## config.mk

```make
export PLATFORM = sky130hd
export DESIGN_NAME = mining_controller
export DESIGN_NICKNAME = d
export VERILOG_FILES = /design/src/rtl/mining_controller.sv
export SDC_FILE = /design/constraint.sdc
export NUM_CORES = 1
export LEC_CHECK = 0
export BUFFER_PORTS_ARGS = -buffer_cell sky130_fd_sc_hd__buf_2
export CORE_AREA = 2 2 336 338
export DETAILED_ROUTE_END_ITERATION = 10
export DIE_AREA = 0 0 338 340
export GPL_TIMING_DRIVEN = 0
export MAX_ROUTING_LAYER = met4
export PLACE_DENSITY = 0.57
export REMOVE_ABC_BUFFERS = 1
export SYNTH_ARGS = -nofsm -noshare
export SYNTH_HDL_FRONTEND = slang
export SYNTH_SLANG_ARGS = --single-unit
```

## constraint.sdc

```tcl
create_clock -name clk -period 5.1 [get_ports clk]
set_input_delay 0.255 -clock clk [delete_from_list [all_inputs] [get_ports clk]]
set_output_delay 0.255 -clock clk [all_outputs]
set_load 0.05 [all_outputs]
```

## src/rtl/mining_controller.sv

```systemverilog
// Nonce-sweep controller driving the hashing module handshake.
// Issues one hash per nonce and reports found, exhausted or timeout.
module mining_controller #(
  parameter int NONCE_WIDTH    = 32,
  parameter int HASH_WIDTH     = 256,
  parameter int TIMEOUT_CYCLES = 300
) (
  input  logic                   clk,
  input  logic                   n_rst,
  input  logic                   start_mining,
  input  logic                   stop_mining,
  input  logic [NONCE_WIDTH-1:0] nonce_start,
  input  logic [NONCE_WIDTH-1:0] nonce_end,
  input  logic [HASH_WIDTH-1:0]  target,
  input  logic                   hash_done,
  input  logic [HASH_WIDTH-1:0]  hash_in,
  output logic                   begin_hash,
  output logic                   quit_hash,
  output logic [NONCE_WIDTH-1:0] nonce,
  output logic [HASH_WIDTH-1:0]  win_hash,
  output logic                   busy,
  output logic                   nonce_found,
  output logic                   exhausted,
  output logic                   timeout_err
);

  localparam int TW = $clog2(TIMEOUT_CYCLES + 1);

  typedef enum logic [2:0] {
    IDLE,
    ISSUE,
    WAIT_HASH,
    COMPARE,
    ABORT
  } state_t;

  state_t                 state;
  logic [NONCE_WIDTH-1:0] end_reg;
  logic [HASH_WIDTH-1:0]  hash_reg;
  logic [TW-1:0]          timer;

  assign begin_hash = (state == ISSUE);
  assign quit_hash  = (state == ABORT);
  assign busy       = (state != IDLE);

  always_ff @(posedge clk or negedge n_rst) begin
    if (!n_rst) begin
      state       <= IDLE;
      nonce       <= '0;
      end_reg     <= '0;
      win_hash    <= '0;
      hash_reg    <= '0;
      timer       <= '0;
      nonce_found <= 1'b0;
      exhausted   <= 1'b0;
      timeout_err <= 1'b0;
    end else begin
      unique case (state)
        IDLE: begin
          if (start_mining && !stop_mining) begin
            nonce       <= nonce_start;
            end_reg     <= nonce_end;
            nonce_found <= 1'b0;
            exhausted   <= 1'b0;
            timeout_err <= 1'b0;
            state       <= ISSUE;
          end
        end
        ISSUE: begin
          timer <= '0;
          state <= stop_mining ? IDLE : WAIT_HASH;
        end
        WAIT_HASH: begin
          timer <= timer + TW'(1);
          // stop beats a completing hash; a completing hash beats timeout
          if (stop_mining) begin
            state <= ABORT;
          end else if (hash_done) begin
            hash_reg <= hash_in;
            state    <= COMPARE;
          end else if (timer == TW'(TIMEOUT_CYCLES - 1)) begin
            timeout_err <= 1'b1;
            state       <= ABORT;
          end
        end
        COMPARE: begin
          if (stop_mining) begin
            state <= IDLE;
          end else if (hash_reg < target) begin
            nonce_found <= 1'b1;
            win_hash    <= hash_reg;
            state       <= IDLE;
          end else if (nonce == end_reg) begin
            exhausted <= 1'b1;
            state     <= IDLE;
          end else begin
            nonce <= nonce + NONCE_WIDTH'(1);
            state <= ISSUE;
          end
        end
        ABORT: begin
          state <= IDLE;
        end
        default: begin
          state <= IDLE;
        end
      endcase
    end
  end

endmodule

```

==> summary.md <==
| Metric | Value |
|---|---|
| WL final | `109 mm` |
| Ys flop type | `dfrtp_1` |
| Final Net Count | `4598` |
| Worst IR drop on VDD | `0.352 mV` |
| Max Fclk | `0.204 GHz` |
| Largest net degree at the start of global routing | `114` |
| Core ar. | `112000 µm²` |
| Lkg Pwr | `22.7 nW` |
| Reg2reg path depth | `13` |
| Layout cells sized above 1 | `40.2%` |
| Crit share post-route | `96.2%` |
| Synth area leaders | `dfrtp_1 (48%), mux2_4 (11%), ha_1 (10%), mux2_2 (9.3%), inv_1 (3.3%)` |
| Maxcap violations | `0` |
| Hold Fails Final Rpt | `0` |
| Startpoint types | `flop` |
| Finish-stage setup viols | `0` |
| Post-Syn Area | `31100 µm²` |
| Avg WL per Cell | `20.3 µm` |
| Syn Inst Count | `2565` |
| Reg-to-reg endpoint | `win_hash[150]$_DFFE_PN0P_` |
| Leading cell types in the layout, fill and taps excluded | `buf_2 (873), dfrtp_1 (591), dlygate4sd3_1 (319)` |
| Commonest non-fill, non-tap cell in the layout | `buf_2` |
| GPL Wtd Cong | `0.867` |
| Reg2reg setup slack | `0.19 ns` |
| CP required | `5.63 ns` |
| Reg-to-Reg Start | `hash_reg[10]$_DFFE_PN0P_` |
| Ys async rst share | `100%` |
| I/O Pins | `875` |
| Worst setup endpoint | `win_hash[150]$_DFFE_PN0P_` |
| Sequential fraction of the synthesis area | `47.6%` |
| Effective utilization at floorplan | `27.8%` |
| Number of library cell types mapped by synthesis | `77` |
| Initial antenna violation count | `30` |
| Drt drc | `0` |
| Fillers | `10800` |
| Path type of the worst min-delay path | `in -> reg` |
| Row cnt | `123` |
| Synth area leader | `dfrtp_1` |
| Worst slew margin relative to its limit | `12.8%` |
| DRT iter0 DRCs | `1177` |
| Die width | `338 µm` |
| Final slew viol count | `0` |
| CTS Sinks | `591` |
| CTS root buf | `clkbuf_16` |
| CTS tree | `built` |
| Setup clock skew after layout | `0.0243 ns` |
| Min-delay src | `nonce_start[22]` |
| Vias in the first global route | `25400` |
| Crit-path max FO | `38` |
| Num CTS Buffers | `75` |
| Crit path from | `hash_reg[10]$_DFFE_PN0P_` |
| CP arrival | `5.44 ns` |
| Status | `completed` |
| Die height | `340 µm` |
| Via-per-instance ratio | `4.57` |
| Worst-Margin Slew | `1.31 ns` |
| Syn_area_per_cell | `12.1 µm²` |
| Overflow after GRT | `0` |
| RSZ-0062 raised after global routing | `no` |
| Fin Hold WS | `0.0679 ns` |
| Endpoint type of the worst setup path | `flop` |
| Gr usage total | `19.0%` |
| H-tree depth | `3` |
| Routed vias | `24400` |
| Detailed Routing Iterations Pass 1 | `6` |
| Final min period | `4.91 ns` |
| Clk_lat worst skew | `0.66 ns` |
| Clock Tree Buf Depth | `3` |
| Pwr Density | `595 nW/µm²` |
| Post-synth EDFFs | `0` |
| Synth Register Bits | `591` |
| Area growth syn-to-layout | `38.8%` |
| Post-DP HPWL | `83.8 mm` |
| Number of port buffers | `874` |
| First-pass GRT wire length | `159 mm` |
| Worst-path clk slew | `0.06 ns` |
| Crit path kind | `reg -> reg` |
| Fin Setup TNS | `0 ns` |
| Die ar. | `115000 µm²` |
| Share of the synthesized area in the top cell type | `47.6%` |
| Final ANT Viol Nets | `0` |
| Synthesis Warnings | `0` |
through the flow:
stage               power (mW)  instances  utilization [%]  setup WS (ns)  instance area (µm²)
floorplan                 16.5       2468                -          -7.29                30400
global placement          20.1       4842             32.9         -14.91                36700
detailed placement        20.0       4863             33.4         -0.662                37200
CTS                       26.0       5317             38.6          0.107                43000
global route              27.2       5343             38.7        0.00338                43100
finish                    25.7       5348             38.7          0.193                43100
power by group:
part / total (mW) / switching [mW] / internal, mW
sequential: 8.73 / 1.93 / 6.80
combinational: 11.4 / 7.00 / 4.37
clock: 5.57 / 2.27 / 3.30
worst min-delay path by stage:
stage                     cells past startpoint                       end
after floorplan                               0    end_reg[0]$_DFFE_PN0P_
after global placement                        3   end_reg[12]$_DFFE_PN0P_
after detailed placement                      1  win_hash[52]$_DFFE_PN0P_
after CTS                                     4     nonce[22]$_DFFE_PN0P_
after global routing                          4     nonce[22]$_DFFE_PN0P_
final                                         4     nonce[22]$_DFFE_PN0P_
metal layers:
| layer | share of wire (%) | track usage, % |
|---|---|---|
| met3 | 6.7 | 4.50 |
| met5 | 0 | - |
| met1 | 41 | 22.2 |
| met4 | 2.8 | 5.76 |
| met2 | 50 | 32.1 |
synthesized netlist by cell type (all sizes together), types with 3 or more instances:
cell,instances
o221a,3
a22oi,4
a2111oi,3
nor3,37
and2,3
xnor2,32
a22o,4
nor4,16
nor2,48
nand2,194
nand3,45
buf,33
nor2b,3
o311ai,8
o21ai,66
and3,20
dfrtp,591
inv,272
mux2,512
or4,3
or3,11
a31oi,10
a221oi,9
ha,257
a211oi,14
o311a,5
and4,10
o22ai,3
nand4,66
a311oi,3
clkbuf,64
a21oi,117
nand2b,9
a21boi,8
o21a,6
a21o,16
a31o,3
or2,5
o211ai,18
cell families (layout without fill, tap and decap cells):
| family | Yosys count | count (layout) | share of synthesized area, % |
|---|---|---|---|
| AOI/OAI and AO/OA | 321 | 321 | 6.61 |
| xor gates and xnor gates | 32 | 32 | 0.902 |
| adders and majority gates | 257 | 257 | 10.3 |
| buffers and inverters | 369 | 1621 | 5.43 |
| DFF | 591 | 591 | 47.6 |
| muxes | 512 | 512 | 21.3 |
| other | 0 | 31 | 0 |
| and+or+nand+nor | 483 | 483 | 7.79 |
critical path, stage by stage (launching register included):
cell,delay (ns)
dfrtp_1,0.50
ha_1,0.36
and4_1,0.22
nand2_1,0.10
o211ai_1,0.84
a2111o_1,0.36
a41oi_2,0.30
a211oi_4,0.46
nor4_2,0.13
nand2b_4,0.15
buf_16,0.29
buf_16,0.32
buf_16,0.28
mux2_4,0.33
timing repair:
action / CTS / global route
setup endpoints to repair: 205 / 57
buffers inserted: 1 / 0
hold endpoints to repair: 392 / 0
gates resized for setup: 3 / 2
hold buffers: 319 / 0
final cells by class:
cell class	count	area (µm²)	area share, %
flip-flops and latches	591	14800	34.3
diodes	31	77.6	0.180
multi-input cells	1605	14700	34.0
well taps	1500	1880	4.35
clock inverters	29	377	0.873
inverters	272	1020	2.37
clock buffers	105	2200	5.10
repair buffers	1215	8120	18.8
Note: power is estimated with default switching activity, not from simulation.
